[src/rtl/bcd_modn_counter_if.sv]
// Bus bundle for one BCD modulo-N counter stage: control inputs, count and
// status outputs. Stages chain by driving the next stage's en from this co.
interface bcd_modn_counter_if #(
  parameter int DIGITS = 2
);
  // en is a level qualifier with no ready: every rising clk with en=1 (and no
  // clr/ld) is exactly one count step, and the counter always accepts it.
  logic                  en;
  logic                  up;
  logic                  clr;
  logic                  ld;
  logic [4*DIGITS-1:0]   ld_val;
  logic [4*DIGITS-1:0]   cont;
  logic                  co;
  logic                  wrap;
  logic                  ld_err;

  modport master (
    output en, up, clr, ld, ld_val,
    input  cont, co, wrap, ld_err
  );

  modport slave (
    input  en, up, clr, ld, ld_val,
    output cont, co, wrap, ld_err
  );
endinterface

[src/rtl/bcd_modn_counter.sv]
// Cascadable up/down BCD counter of DIGITS digits wrapping at MODULUS, with
// synchronous clear, checked BCD parallel load and registered wrap pulse.
module bcd_modn_counter #(
  parameter int DIGITS  = 2,
  parameter int MODULUS = 60
) (
  input  logic               clk,
  input  logic               rst,
  bcd_modn_counter_if.slave  bus
);

  localparam int W = 4 * DIGITS;

  function automatic int pow10(input int n);
    int p;
    p = 1;
    for (int i = 0; i < n; i++) p = p * 10;
    return p;
  endfunction

  function automatic logic [W-1:0] to_bcd(input int v);
    logic [W-1:0] r;
    int           rem;
    r   = '0;
    rem = v;
    for (int k = 0; k < DIGITS; k++) begin
      r[4*k +: 4] = 4'(rem % 10);
      rem         = rem / 10;
    end
    return r;
  endfunction

  localparam int           MAX_MOD  = pow10(DIGITS);
  localparam logic [W-1:0] TERM_MAX = to_bcd(MODULUS - 1);

  if (DIGITS < 1 || DIGITS > 4) begin : g_bad_digits
    $error("bcd_modn_counter: DIGITS=%0d outside 1..4", DIGITS);
  end
  if (MODULUS < 2 || MODULUS > MAX_MOD) begin : g_bad_modulus
    $error("bcd_modn_counter: MODULUS=%0d outside 2..%0d", MODULUS, MAX_MOD);
  end

  logic [W-1:0] cont_q, cont_d;
  logic         wrap_q, wrap_d;
  logic         ld_err_q, ld_err_d;

  logic [W-1:0] inc_val;
  logic [W-1:0] dec_val;
  logic         ld_digits_ok;
  logic         ld_ok;
  logic         at_max;
  logic         at_zero;
  logic         terminal;
  logic         step;

  // Ripple +1/-1 through the digits; each digit rolls over only when every
  // lower digit has rolled over in the same cycle.
  always_comb begin : incdec
    logic       carry;
    logic       borrow;
    logic [3:0] dig;
    inc_val = cont_q;
    dec_val = cont_q;
    carry   = 1'b1;
    borrow  = 1'b1;
    dig     = '0;
    for (int k = 0; k < DIGITS; k++) begin
      dig = cont_q[4*k +: 4];
      if (carry) begin
        if (dig == 4'd9) begin
          inc_val[4*k +: 4] = 4'd0;
        end else begin
          inc_val[4*k +: 4] = dig + 4'd1;
          carry             = 1'b0;
        end
      end
      if (borrow) begin
        if (dig == 4'd0) begin
          dec_val[4*k +: 4] = 4'd9;
        end else begin
          dec_val[4*k +: 4] = dig - 4'd1;
          borrow            = 1'b0;
        end
      end
    end
  end

  // With every nibble a legal digit, packed BCD orders like its decimal value,
  // so the range check is a plain unsigned compare against MODULUS-1.
  always_comb begin : load_check
    ld_digits_ok = 1'b1;
    for (int k = 0; k < DIGITS; k++) begin
      if (bus.ld_val[4*k +: 4] > 4'd9) ld_digits_ok = 1'b0;
    end
    ld_ok = ld_digits_ok && (bus.ld_val <= TERM_MAX);
  end

  always_comb begin : terminal_detect
    at_max   = (cont_q == TERM_MAX);
    at_zero  = (cont_q == '0);
    terminal = bus.up ? at_max : at_zero;
    step     = bus.en & ~bus.clr & ~bus.ld;
  end

  always_comb begin : next_state
    cont_d   = cont_q;
    wrap_d   = 1'b0;
    ld_err_d = 1'b0;
    if (bus.clr) begin
      cont_d = '0;
    end else if (bus.ld) begin
      if (ld_ok) begin
        cont_d = bus.ld_val;
      end else begin
        ld_err_d = 1'b1;
      end
    end else if (bus.en) begin
      if (terminal) begin
        cont_d = bus.up ? '0 : TERM_MAX;
        wrap_d = 1'b1;
      end else begin
        cont_d = bus.up ? inc_val : dec_val;
      end
    end
  end

  always_ff @(posedge clk or negedge rst) begin
    if (!rst) begin
      cont_q   <= '0;
      wrap_q   <= 1'b0;
      ld_err_q <= 1'b0;
    end else begin
      cont_q   <= cont_d;
      wrap_q   <= wrap_d;
      ld_err_q <= ld_err_d;
    end
  end

  // co is left combinational so a chained stage steps on the very same edge.
  assign bus.co     = step & terminal;
  assign bus.cont   = cont_q;
  assign bus.wrap   = wrap_q;
  assign bus.ld_err = ld_err_q;

endmodule

[src/flat_wrapper.sv]
// flat-port wrapper written by rule: the top's interface ports become plain ports
module bcd_modn_counter_flat 
#(
  parameter int DIGITS  = 2,
  parameter int MODULUS = 60
)
  (clk, rst, bus_en, bus_up, bus_clr, bus_ld, bus_ld_val, bus_cont, bus_co, bus_wrap, bus_ld_err);
  bcd_modn_counter_if #(.DIGITS(DIGITS)) bus_i ();
  input  logic clk;
  input  logic rst;
  input wire logic [$bits(bus_i.en)-1:0] bus_en;
  input wire logic [$bits(bus_i.up)-1:0] bus_up;
  input wire logic [$bits(bus_i.clr)-1:0] bus_clr;
  input wire logic [$bits(bus_i.ld)-1:0] bus_ld;
  input wire logic [$bits(bus_i.ld_val)-1:0] bus_ld_val;
  output wire logic [$bits(bus_i.cont)-1:0] bus_cont;
  output wire logic [$bits(bus_i.co)-1:0] bus_co;
  output wire logic [$bits(bus_i.wrap)-1:0] bus_wrap;
  output wire logic [$bits(bus_i.ld_err)-1:0] bus_ld_err;
  assign bus_i.en = bus_en;
  assign bus_i.up = bus_up;
  assign bus_i.clr = bus_clr;
  assign bus_i.ld = bus_ld;
  assign bus_i.ld_val = bus_ld_val;
  assign bus_cont = bus_i.cont;
  assign bus_co = bus_i.co;
  assign bus_wrap = bus_i.wrap;
  assign bus_ld_err = bus_i.ld_err;
  bcd_modn_counter #(.DIGITS(DIGITS), .MODULUS(MODULUS)) u_core (.clk(clk), .rst(rst), .bus(bus_i));
endmodule
[config.mk]
export PLATFORM = sky130hd
export DESIGN_NAME = bcd_modn_counter_flat
export DESIGN_NICKNAME = d
export VERILOG_FILES = /design/src/rtl/bcd_modn_counter_if.sv /design/src/rtl/bcd_modn_counter.sv /design/src/flat_wrapper.sv
export SDC_FILE = /design/constraint.sdc
export NUM_CORES = 1
export LEC_CHECK = 0
export BUFFER_PORTS_ARGS = -buffer_cell sky130_fd_sc_hd__buf_2
export CORE_MARGIN = 4
export CORE_UTILIZATION = 35
export CTS_CLUSTER_DIAMETER = 200
export DETAILED_ROUTE_END_ITERATION = 16
export PLACE_DENSITY = 0.68
export SLEW_MARGIN = 25
export SYNTH_ARGS = -nofsm -noshare
export SYNTH_HDL_FRONTEND = slang
export SYNTH_SLANG_ARGS = --single-unit
[constraint.sdc]
create_clock -name clk -period 1.65 [get_ports clk]
set_input_delay 0.33 -clock clk [delete_from_list [all_inputs] [get_ports clk]]
set_output_delay 0.33 -clock clk [all_outputs]
set_load 0.01 [all_outputs]
* Word level (Yosys, flattened, before mapping)
Cells that the tools add are included.
Storage, ports and cells: memories 0, bits in read-only memories 0, register bits after elaboration 10, latch bits 0, bits in writable memories 0, output and inout bits 11, input bits 14
Cells by class: shifts and indexed selects 0, equality and inequality tests 5, multipliers 0, bitwise logic cells 5, reductions and logical operators 8, add/sub/neg operators 4, order comparisons 3, muxes and demuxes 25, divide/modulo/power cells 0
Operators with widths (count):
- $mux W8 | 6
- $mux W4 | 6
- $mux W1 | 12
- $add A4 B1 Y4 const B | 2
- $eq A4 B4 Y1 const B | 2
- $eq A8 B7 Y1 const B | 1
- $gt A4 B4 Y1 const B | 2
- $le A8 B7 Y1 const B | 1
- $logic_not A4 Y1 | 2
- $logic_not A8 Y1 | 1
- $sub A4 B1 Y4 const B | 2
- $mux W7 | 1
- $ne A5 B1 Y1 const B | 1
- $reduce_bool A5 Y1 | 1
- $reduce_and A4 Y1 | 1
- $and A1 B1 Y1 | 3
- $ne A3 B2 Y1 const B | 1
- $reduce_bool A3 Y1 | 1
- $not A1 Y1 | 2
- $reduce_and A2 Y1 | 1
- $logic_and A1 B1 Y1 | 1

* Depth between registers and ports, before layout
Gate-level depths: netlist of the first run.
depth in word-level cells 8, depth in mapped cells 6, depth with buffers taken out 6

* Worst setup path before layout of the first run
OpenSTA, ideal clock, no wires.
path kind register to output, from reg u_core.cont_q[0] (netlist: u_core.bus.cont[0]), to out bus_co, required time 1.320 ns, path slack -0.097 ns, stages on the path, launching flop included 6, arrival time 1.417 ns, path through dfrtp_1 -> inv_1 -> ha_1 -> nor4b_4 -> a22oi_2 -> nor2_1
Between the ends: cells in the longest elaborated chain, start to end 3, elaborated cells on any way between the ends 4, classes of those cells 1 x eq/ne; 1 x mux; 1 x bitwise; 1 x reduce/logical
RTL lines:
- start: declaration | line bcd_modn_counter.sv:43 | logic [W-1:0] cont_q, cont_d;
- start signal: assignment | line bcd_modn_counter.sv:133 | cont_q <= cont_d;
- $eq A8 B7 Y1 or $logic_not A8 Y1 (tied branches) | line bcd_modn_counter.sv:99, bcd_modn_counter.sv:100
- $mux W1 * | line bcd_modn_counter.sv:101 | terminal = bus.up ? at_max : at_zero;
- $and A1 B1 Y1 * | line bcd_modn_counter.sv:140 | assign bus.co = step & terminal;
- end: declaration | line flat_wrapper.sv:17 | output wire logic [$bits(bus_i.co)-1:0] bus_co;
Every way passes the cells marked *; elsewhere a longest branch is shown, timed or not.

* Worst setup path after layout of the first run
from reg u_core.cont_q[1] (netlist: u_core.bus.cont[1]), to out bus_co
The elaborated chain is that of the path after synthesis.

==> results of run 1 <==
[power groups by stage]
stage	clock network [µW]	logic (µW)	registers (µW)
after global routing	203	615	315
after floorplan	0	293	316
after detailed placement	0	465	310
final	190	570	311
after CTS	190	497	308
after global placement	0	456	310
[area by class of cell]
class / instances / area, µm²
multi-input combinational: 95 / 816
clock buffer: 4 / 26.3
sequential: 10 / 251
tap: 31 / 38.8
timing repair buffer: 51 / 333
fill: 251 / 1310
inverter: 8 / 30.0
[routing by layer]
layer  GRT usage (%)  vias up
met3            2.52        5
met2            23.3       41
met5               0        -
met4            5.51        0
li1                -      558
met1            21.5      558
[stage by stage]
step / std cells / worst slack [ns] / instance area (µm²) / power, µW
4_1_cts: 197 / -0.209 / 1400 / 996
6_report: 199 / -0.223 / 1500 / 1070
3_5_place_dp: 188 / -0.0547 / 1310 / 775
5_1_grt: 199 / -0.333 / 1500 / 1130
3_3_place_gp: 188 / 0.0238 / 1310 / 766
2_1_floorplan: 123 / -0.00756 / 1060 / 609
[registers in the layout (all words and copies together), names as in the netlist]
name / count
u_core.bus.ld_err: 1
u_core.bus.wrap: 1
u_core.bus.cont: 8
[layout by cell type, fill, tap and decap left out, types with 2 or more instances in the layout]
master and instances:
sky130_fd_sc_hd__nor2_1 7, sky130_fd_sc_hd__inv_2 2, sky130_fd_sc_hd__a21oi_1 6, sky130_fd_sc_hd__nand2b_1 2
sky130_fd_sc_hd__nand4_1 2, sky130_fd_sc_hd__nor3_1 3, sky130_fd_sc_hd__o21ai_0 4, sky130_fd_sc_hd__a22oi_1 2
sky130_fd_sc_hd__a31oi_1 2, sky130_fd_sc_hd__dfrtp_1 9, sky130_fd_sc_hd__a22o_1 2, sky130_fd_sc_hd__a22oi_2 2
sky130_fd_sc_hd__nor4b_4 2, sky130_fd_sc_hd__nor2b_1 2, sky130_fd_sc_hd__buf_4 24, sky130_fd_sc_hd__clkbuf_4 3
sky130_fd_sc_hd__inv_1 6, sky130_fd_sc_hd__and2_1 2, sky130_fd_sc_hd__nor2_2 2, sky130_fd_sc_hd__a21oi_2 2
sky130_fd_sc_hd__nand2_1 7, sky130_fd_sc_hd__ha_4 2, sky130_fd_sc_hd__o21ai_1 2, sky130_fd_sc_hd__buf_2 24
sky130_fd_sc_hd__and3_1 2, sky130_fd_sc_hd__buf_6 2, sky130_fd_sc_hd__ha_1 2
[critical path: stages, from the launching register on]
cell                      delay [ns]
sky130_fd_sc_hd__dfrtp_1        0.40
sky130_fd_sc_hd__inv_2          0.12
sky130_fd_sc_hd__ha_4           0.15
sky130_fd_sc_hd__nor4b_4        0.24
sky130_fd_sc_hd__a22oi_2        0.15
sky130_fd_sc_hd__nor2_2         0.09
sky130_fd_sc_hd__buf_2          0.13
[worst paths after layout]
kind,startpoint,slack [ns],cells past startpoint,to
max,u_core.bus.cont[1],-0.22,6,bus_co
min,bus_en,0.34,3,u_core.bus.wrap
max reg2reg,u_core.bus.cont[1],-0.12,8,u_core.bus.cont[7]
min reg2reg,u_core.bus.cont[7],0.62,1,u_core.bus.cont[7]
max in group asynchronous,rst,0.97,2,u_core.bus.cont[0]
min in group asynchronous,rst,0.45,2,u_core.bus.cont[1]
[what timing repair did]
| item | in CTS | in global routing |
|---|---|---|
| hold buffers | 1 | 0 |
| pin swaps | 6 | 8 |
| hold endpoints to repair | 10 | 0 |
| gates resized for setup | 7 | 15 |
| setup buffers | 5 | 3 |
| setup endpoints to repair | 4 | 9 |
[cell families (layout without fill, tap and decap cells)]
| logic type | Yosys count | count (layout) | share of synthesized area (%) |
|---|---|---|---|
| DFF | 10 | 10 | 23.8 |
| and+or+nand+nor | 46 | 46 | 27.4 |
| xor gates and xnor gates | 1 | 1 | 0.832 |
| buffers and inverters | 18 | 63 | 9.26 |
| adders and majority gates | 4 | 4 | 4.75 |
| AOI/OAI and AO/OA | 44 | 44 | 34.0 |
==> impl_metrics.py, run 1 <==
metrics = {
    "detailed_routing": {
        "top_layer": "met4",
        "met2RoutedLength_um": 1470,
        "drt.antenna.violating_nets": 0,
        "routed-via-count": 1162,
        "routed_wire_length_per_instance_um": 16.0,
        "drtIter0Drc": 29,
        "post-route-drc-count": 0,
        "drt-vias-per-instance": 5.84,
        "wirelength_met1_um": 1530,
        "detail_route.wirelength_um": 3190,
        "route.met3.wl_um": 151,
        "first_pass_iters": 4,
    },
    "power": {
        "switching_share_pct": 39.0,
        "worst_ir_drop_on_vdd_mv": 0.405,
        "combinationalPowerShare_pct": 53.2,
        "p_sw_uw": 418,
        "p_clk_share_pct": 17.8,
        "power.leakage_uw": 0.000679,
        "p_per_area_nw_per_um2": 717,
        "pwr-share-seq_pct": 29.1,
        "p_int_uw": 653,
    },
    "clock_network": {
        "cts.sink_count": 10,
        "cts-buffers-inserted": 3,
        "clock_path_buffers": 2,
        "h-tree-depth": 1,
        "clock-root-buffer": "sky130_fd_sc_hd__clkbuf_4",
        "clk_pin_slew_ns": 0.08,
        "tritoncts": "yes",
        "clock_latency_ns": 0.27,
    },
    "timing": {
        "slew_headroom_pct": 65.4,
        "max_freq_mhz": 534,
        "totalNegativeSetupSlack_ns": -0.688,
        "rsz_0062_raised_after_global_routing": "yes",
        "layout_setup_ws_ns": -0.223,
        "finClkSkew_ns": 0.00548,
        "timing.final.setup_violations": 7,
        "drv_slew": 0,
        "fin_worst_hold_slack_ns": 0.337,
        "period_minus_slack_ns": 1.87,
        "hold_violations": 0,
        "tightestPinTransition_ns": 0.519,
        "min_period_over_period_pct": 114,
    },
    "setup_path": {
        "endpoint_kind": "output port",
        "required_ns": 1.32,
        "critical_path_arrival_ns": 1.54,
        "crit_path_max_fanout": 3,
        "category_of_the_critical_setup_timing_path": "reg -> out",
        "setup.worst_path.start_class": "flip-flop",
    },
    "logic_synthesis": {
        "yosys_register_bits": 10,
        "synthesis.nets": 141,
        "synthesis.yosys.warnings": 0,
        "netlist_area_um2": 1050,
        "synth_top_cells_by_area": "sky130_fd_sc_hd__dfrtp_1 (24%), sky130_fd_sc_hd__ha_1 (4.8%), sky130_fd_sc_hd__a21oi_1 (3.8%)",
        "syn-mean-instance-area_um2": 8.57,
        "synth_enable_flop_cells": 0,
        "netlist.area_leader.share_pct": 23.8,
        "share_of_synthesized_registers_carrying_an_async_set_or_reset_pct": 100,
        "ys_types": 55,
        "synth_flop_cell": "sky130_fd_sc_hd__dfrtp_1",
        "synthCells": 123,
        "yosysTopAreaCell": "sky130_fd_sc_hd__dfrtp_1",
        "synth.yosys.seq_area_share_pct": 23.8,
        "cell_with_the_most_instances_after_synthesis": "sky130_fd_sc_hd__dfrtp_1",
        "synthTopCellsByCount": "sky130_fd_sc_hd__dfrtp_1 (10), sky130_fd_sc_hd__nor2_1 (9), sky130_fd_sc_hd__a21oi_1 (8), sky130_fd_sc_hd__inv_1 (8), sky130_fd_sc_hd__nand2_1 (8)",
    },
    "grt": {
        "groute.usage.overall_pct": 15.3,
        "antenna_found_initial": 0,
        "grt_pass1_vias": 1072,
        "grt_first_pass_wirelength_um": 4940,
        "grt_max_degree": 14,
        "grt_remaining_overflow": 0,
    },
    "layout": {
        "finalNetCount": 187,
        "flow.area_growth_from_synthesis_pct": 41.9,
        "drive_above_1_share_pct": 49.4,
        "finish.utilization_pct": 53.3,
        "insertedDiodeCount": 0,
    },
    "die": {
        "ioPinCount": 25,
        "die_width_um": 62.9,
        "chipHeight_um": 62.9,
        "die_area_um2": 3950,
        "core_region_area_um2": 2810,
        "fp-row-count": 19,
        "initial_utilization_pct": 37.6,
    },
    "place": {
        "io_buffer_count": 24,
        "place_congestion": 0.817,
        "post-dp-hpwl_um": 2230,
    },
    "outcome": {
        "status": "complete, but fails checks",
        "failed_checks": "negative setup slack",
    },
    "min_path": {
        "timing.hold.worst.class": "in -> reg",
    },
    "job": {
        "drv_cap": 0,
    },
}
(Power assumes the default switching activity.)
==> run 2, diff against run 1 <==
- CORE_MARGIN: 4 -> 3
- CORE_UTILIZATION: 35 -> 45
- PLACE_DENSITY: 0.68 -> 0.81
- SETUP_SLACK_MARGIN: unset -> 0.4
==> run 2 against run 1 <==
Against the previous run: the run still ends with negative setup slack left; first-iteration DRC count is 97% higher; via count is 7.7% higher; critical path depth is 2 lower; register-to-register slack hardly changed; non-clock buffer count is 2 lower; clock skew is 0.0036 ns higher; combinational power is 9.8% higher; clock power is 26% higher; largest cell class unchanged.
==> impl_metrics.py, run 2 (synthesis results as in run 1) <==
metrics = {
    "layout": {
        "largest_register_ffs": 8,
        "finish.utilization_pct": 74.2,
        "layout_common_cells": "sky130_fd_sc_hd__buf_2 (22), sky130_fd_sc_hd__buf_4 (20), sky130_fd_sc_hd__nand2_1 (7)",
        "insertedDiodeCount": 0,
        "drive_above_1_share_pct": 56.6,
        "flow.area_growth_from_synthesis_pct": 46.7,
        "finalNetCount": 185,
        "layout_commonest_cell": "sky130_fd_sc_hd__buf_2",
    },
    "detailed_routing": {
        "post-route-drc-count": 0,
        "detail_route.wirelength_um": 3680,
        "drt.antenna.violating_nets": 0,
        "drtIter0Drc": 57,
        "routed_wire_length_per_instance_um": 19.0,
        "routed-via-count": 1252,
        "drt-vias-per-instance": 6.49,
        "first_pass_iters": 4,
    },
    "setup_path": {
        "timing.critical_path.slowest_stage_cell": "sky130_fd_sc_hd__nor4_1",
        "cpPeakStageDelay_ns": 0.45,
        "setup.worst_path.start_class": "flip-flop",
        "category_of_the_critical_setup_timing_path": "reg -> out",
        "critical_path_arrival_ns": 1.57,
        "required_ns": 1.32,
        "timing.critical_path.max_delay_family": "simple AND/OR/NAND/NOR gates",
        "timing.critical_path.cells": "nor4_1 -> a22oi_2 -> nor2_2 -> buf_2",
        "crit_path_max_fanout": 3,
        "critical_path.n_buffers_inverters": 1,
        "endpoint_kind": "output port",
    },
    "timing": {
        "layout_setup_ws_ns": -0.252,
        "tightestPinTransition_ns": 0.518,
        "drv_slew": 0,
        "hold_violations": 0,
        "rsz_0062_raised_after_global_routing": "yes",
        "slew_headroom_pct": 65.5,
        "max_freq_mhz": 526,
        "min_period_over_period_pct": 115,
        "timing.final.setup_violations": 7,
        "fin_worst_hold_slack_ns": 0.334,
        "period_minus_slack_ns": 1.90,
        "totalNegativeSetupSlack_ns": -0.640,
        "finClkSkew_ns": 0.00910,
    },
    "clock_network": {
        "clock-root-buffer": "sky130_fd_sc_hd__clkbuf_4",
        "clk_pin_slew_ns": 0.08,
        "h-tree-depth": 1,
        "clock_latency_ns": 0.28,
        "clock_path_buffers": 2,
        "cts-buffers-inserted": 3,
        "cts.sink_count": 10,
        "tritoncts": "yes",
    },
    "die": {
        "chipHeight_um": 54.4,
        "core_region_area_um2": 2080,
        "die_width_um": 54.4,
        "fp-row-count": 16,
        "initial_utilization_pct": 50.6,
        "ioPinCount": 25,
        "die_area_um2": 2960,
    },
    "power": {
        "combinationalPowerShare_pct": 52.9,
        "p_sw_uw": 467,
        "p_per_area_nw_per_um2": 766,
        "p_int_uw": 716,
        "pwr-share-seq_pct": 26.8,
        "worst_ir_drop_on_vdd_mv": 0.507,
        "power.leakage_uw": 0.000676,
        "switching_share_pct": 39.5,
        "p_clk_share_pct": 20.3,
    },
    "job": {
        "drv_cap": 0,
    },
    "grt": {
        "antenna_found_initial": 0,
        "groute.usage.overall_pct": 23.3,
        "grt_remaining_overflow": 0,
        "grt_max_degree": 15,
        "grt_pass1_vias": 1045,
        "grt_first_pass_wirelength_um": 4940,
    },
    "min_path": {
        "timing.hold.worst.class": "in -> reg",
    },
    "place": {
        "post-dp-hpwl_um": 2160,
        "io_buffer_count": 24,
        "place_congestion": 0.921,
    },
    "outcome": {
        "failed_checks": "negative setup slack",
        "status": "complete, but fails checks",
    },
}
-- run 2: cell types whose count changed in the layout (fill, tap and decap cells not counted), sizes merged --
cell / delta
buf: -2
-- run 2: tightest hold or removal path, stage by stage --
cell	delay, ns
sky130_fd_sc_hd__buf_2	0.11
sky130_fd_sc_hd__nand2_1	0.10
sky130_fd_sc_hd__nor2_2	0.05
-- run 2: path summary, 6_finish.rpt --
kind                               startpoint            endpoint  slack, ns  depth (start not counted)
max                        u_core.bus.cont[5]              bus_co      -0.25                          4
min                                    bus_en     u_core.bus.wrap       0.33                          3
max reg2reg                u_core.bus.cont[0]  u_core.bus.cont[3]      -0.12                         10
min reg2reg                u_core.bus.cont[7]  u_core.bus.cont[7]       0.62                          1
max in group asynchronous                 rst  u_core.bus.cont[0]       0.98                          2
min in group asynchronous                 rst   u_core.bus.ld_err       0.43                          2
-- run 2: repair_timing --
| action | CTS | global route |
|---|---|---|
| hold buffers | 1 | 0 |
| pin swaps | 9 | 5 |
| endpoints found under the hold margin | 10 | 0 |
| setup endpoints to repair | 16 | 15 |
| cloned | 0 | 0 |
| resized for setup | 31 | 4 |
| buffers inserted | 5 | 6 |
-- run 2: power by group through the flow --
stage	logic [µW]	registers (µW)	clock network, µW
after detailed placement	449	311	0
after global routing	665	318	256
final	626	317	240
after global placement	435	308	0
after floorplan	300	317	0
after CTS	557	314	222
-- run 2: per-stage QoR --
stage | area (µm²) | total power (µW) | cells | setup slack, ns
2_1_floorplan | 1080 | 617 | 123 | 0.101
5_1_grt | 1550 | 1240 | 193 | -0.294
4_1_cts | 1490 | 1090 | 187 | -0.182
6_report | 1550 | 1180 | 193 | -0.252
3_5_place_dp | 1260 | 760 | 177 | 0.0250
3_3_place_gp | 1260 | 743 | 177 | 0.0707
-- run 2: final cells by class --
cell class / count / area [µm²]
timing repair buffer: 49 / 338
multi-input combinational: 95 / 848
tap: 27 / 33.8
sequential: 10 / 256
fill: 150 / 537
clock buffer: 4 / 36.3
inverter: 8 / 32.5
-- run 2: metal layers --
layer | global-route usage, % | vias up | routed length [µm]
met2 | 38.0 | 80 | 1670
met4 | 9.54 | 0 | 72
met3 | 1.91 | 9 | 317
li1 | - | 552 | -
met1 | 31.3 | 611 | 1620
met5 | 0 | - | 0
==> run 3, diff against run 2 <==
--- a/config.mk
+++ b/config.mk
@@ -13,2 +13,3 @@
 export PLACE_DENSITY = 0.81
+export REMOVE_ABC_BUFFERS = 1
 export SETUP_SLACK_MARGIN = 0.4
--- a/constraint.sdc
+++ b/constraint.sdc
@@ -3,2 +3,2 @@
 set_output_delay 0.33 -clock clk [all_outputs]
-set_load 0.01 [all_outputs]
+set_load 0.02 [all_outputs]
==> run 3 against run 2 <==
Against the previous run: the run still ends with negative setup slack left; clock power decreased by 3%; die area unchanged; highest routed layer unchanged; via count increased by 10%; register-to-register slack got worse by 0.08 ns; global-route usage increased by 4.7 points; cell count increased by 6.2%; power increased by 6.5%; hold slack improved by 0.054 ns; wire length increased by 26%.
==> impl_metrics.py, run 3 (synthesis results as in run 1) <==
metrics = {
    "outcome": {
        "status": "complete, but fails checks",
        "failed_checks": "negative setup slack",
    },
    "detailed_routing": {
        "post-route-drc-count": 0,
        "routed-via-count": 1378,
        "drt-vias-per-instance": 6.72,
        "detail_route.wirelength_um": 4620,
        "drtIter0Drc": 108,
        "routed_wire_length_per_instance_um": 22.5,
        "first_pass_iters": 5,
        "drt.antenna.violating_nets": 0,
    },
    "power": {
        "p_int_uw": 757,
        "p_clk_share_pct": 18.5,
        "combinationalPowerShare_pct": 56.3,
        "power.leakage_uw": 0.000742,
        "p_sw_uw": 502,
        "pwr-share-seq_pct": 25.2,
        "switching_share_pct": 39.9,
        "worst_ir_drop_on_vdd_mv": 0.707,
        "p_per_area_nw_per_um2": 764,
        "report.power.total_uw": 1260,
    },
    "clock_network": {
        "clock_latency_ns": 0.27,
        "cts-buffers-inserted": 3,
        "clock-root-buffer": "sky130_fd_sc_hd__clkbuf_4",
        "clk_pin_slew_ns": 0.08,
        "tritoncts": "yes",
        "h-tree-depth": 1,
        "cts.sink_count": 10,
        "clock_path_buffers": 2,
    },
    "place": {
        "placed_cell_area_um2": 1310,
        "placed_cells_incl_taps": 186,
        "post-dp-hpwl_um": 2340,
        "place_congestion": 0.878,
        "io_buffer_count": 24,
        "preCtsSetupSlack_ns": -0.0753,
    },
    "setup_path": {
        "endpoint_kind": "output port",
        "crit_path_max_fanout": 3,
        "worstRegToRegCells": 9,
        "timing.critical_path.cells": "inv_2 -> ha_4 -> nor4b_4 -> a22oi_2 -> nor2_1 -> buf_4",
        "required_ns": 1.32,
        "setup.worst_path.start_class": "flip-flop",
        "timing.rr.start": "u_core.bus.cont[1]",
        "critical_path_arrival_ns": 1.58,
        "timing.critical_path.slowest_stage_cell": "sky130_fd_sc_hd__dfrtp_1",
        "cpPeakStageDelay_ns": 0.41,
        "category_of_the_critical_setup_timing_path": "reg -> out",
        "r2r_setup_slack_ns": -0.20,
        "worstReg2RegEnd": "u_core.bus.cont[4]",
    },
    "layout": {
        "finalNetCount": 197,
        "layout_common_cells": "sky130_fd_sc_hd__buf_4 (25), sky130_fd_sc_hd__buf_6 (19), sky130_fd_sc_hd__buf_2 (16)",
        "fin_cells": 205,
        "finish.utilization_pct": 79.2,
        "flow.area_growth_from_synthesis_pct": 56.5,
        "insertedDiodeCount": 0,
        "largest_register_ffs": 8,
        "final_design_area_no_fill_um2": 1650,
        "drive_above_1_share_pct": 53.9,
        "layout_commonest_cell": "sky130_fd_sc_hd__buf_4",
    },
    "timing": {
        "rsz_0062_raised_after_global_routing": "yes",
        "finClkSkew_ns": 0.00970,
        "hold_violations": 0,
        "drv_slew": 0,
        "min_period_over_period_pct": 116,
        "slew_headroom_pct": 49.5,
        "layout_setup_ws_ns": -0.264,
        "max_freq_mhz": 522,
        "timing.final.setup_violations": 8,
        "period_minus_slack_ns": 1.91,
        "tightestPinTransition_ns": 0.753,
    },
    "min_path": {
        "launch_point_of_the_worst_hold_path": "bus_en",
        "hold_path_depth": 3,
        "timing.hold.worst.class": "in -> reg",
        "min_delay_worst_endpoint": "u_core.bus.wrap",
    },
    "job": {
        "drv_cap": 0,
    },
    "grt": {
        "antenna_found_initial": 0,
        "grt_max_degree": 14,
        "grt_pass1_vias": 1183,
        "grt_remaining_overflow": 0,
        "grt_first_pass_wirelength_um": 5890,
        "groute.usage.overall_pct": 28.0,
    },
    "die": {
        "die_area_um2": 2960,
        "initial_utilization_pct": 50.6,
        "core_region_area_um2": 2080,
        "fp-row-count": 16,
        "ioPinCount": 25,
        "chipHeight_um": 54.4,
        "die_width_um": 54.4,
    },
}
-- run 3: changes by cell type in the layout (fill, tap and decap cells not counted), moves of 2 or more --
cell / before / now
sky130_fd_sc_hd__buf_6: 6 / 19
sky130_fd_sc_hd__buf_2: 22 / 16
sky130_fd_sc_hd__buf_4: 20 / 25
sky130_fd_sc_hd__a21oi_1: 5 / 8
sky130_fd_sc_hd__a21oi_2: 3 / 0
sky130_fd_sc_hd__nor2_2: 4 / 1
sky130_fd_sc_hd__ha_1: 0 / 2
sky130_fd_sc_hd__nor2_1: 5 / 7
-- run 3: critical path, delay by kind of cell (launching register included) --
family | cells | cell delay (ns)
AO/OA/AOI/OAI | 1 | 0.15
buffers and inverters | 2 | 0.27
AND/OR/NAND/NOR | 2 | 0.33
flip-flops | 1 | 0.41
adder cells (fa/ha/maj) | 1 | 0.14
-- run 3: how the worst max path moves through the flow --
stage	start	to	slack, ns	cells past startpoint
3_5_place_dp	u_core.bus.cont[0]	u_core.bus.cont[7]	-0.08	6
2_1_floorplan	u_core.bus.cont[0]	bus_co	-0.28	5
5_1_grt	u_core.bus.cont[0]	bus_co	-0.31	6
3_3_place_gp	u_core.bus.cont[1]	bus_co	0.04	6
6_report	u_core.bus.cont[1]	bus_co	-0.26	6
4_1_cts	u_core.bus.cont[1]	bus_co	-0.18	6
-- run 3: layer usage --
| layer | vias up | wire length (µm) | part of all wire [%] | global-route usage, % |
|---|---|---|---|---|
| met4 | 0 | 268 | 5.8 | 12.9 |
| li1 | 575 | - | - | - |
| met3 | 31 | 449 | 9.7 | 4.09 |
| met2 | 111 | 2180 | 47 | 46.2 |
| met1 | 661 | 1720 | 37 | 35.4 |
| met5 | - | 0 | 0 | 4.17 |
-- run 3: power by group through the flow --
stage / clock network [µW] / registers, µW / logic, µW
after global routing: 241 / 320 / 738
final: 233 / 318 / 709
after detailed placement: 0 / 305 / 498
after floorplan: 0 / 371 / 216
after global placement: 0 / 304 / 481
after CTS: 222 / 307 / 589
-- run 3: metrics by stage --
stage / TNS, ns / hold slack, ns
after CTS: -0.503 / 0.334
final: -1.25 / 0.388
after floorplan: -0.576 / 0.0344
after global routing: -1.69 / 0.396
after detailed placement: -0.331 / 0.201
after global placement: 0 / 0.201
-- run 3: area by class of cell --
class	count	area, µm²
clock buffers	4	36.3
repair buffers	61	492
well taps	27	33.8
inverters	8	30.0
multi-input cells	95	802
fillers	110	433
flip-flops and latches	10	255
-- run 3: what timing repair did --
action | CTS | global route
setup endpoints to repair | 18 | 18
gates cloned | 1 | 0
gates resized for setup | 30 | 23
hold buffers | 1 | 0
pin swaps | 8 | 9
endpoints found under the hold margin | 10 | 0
setup buffers | 7 | 6
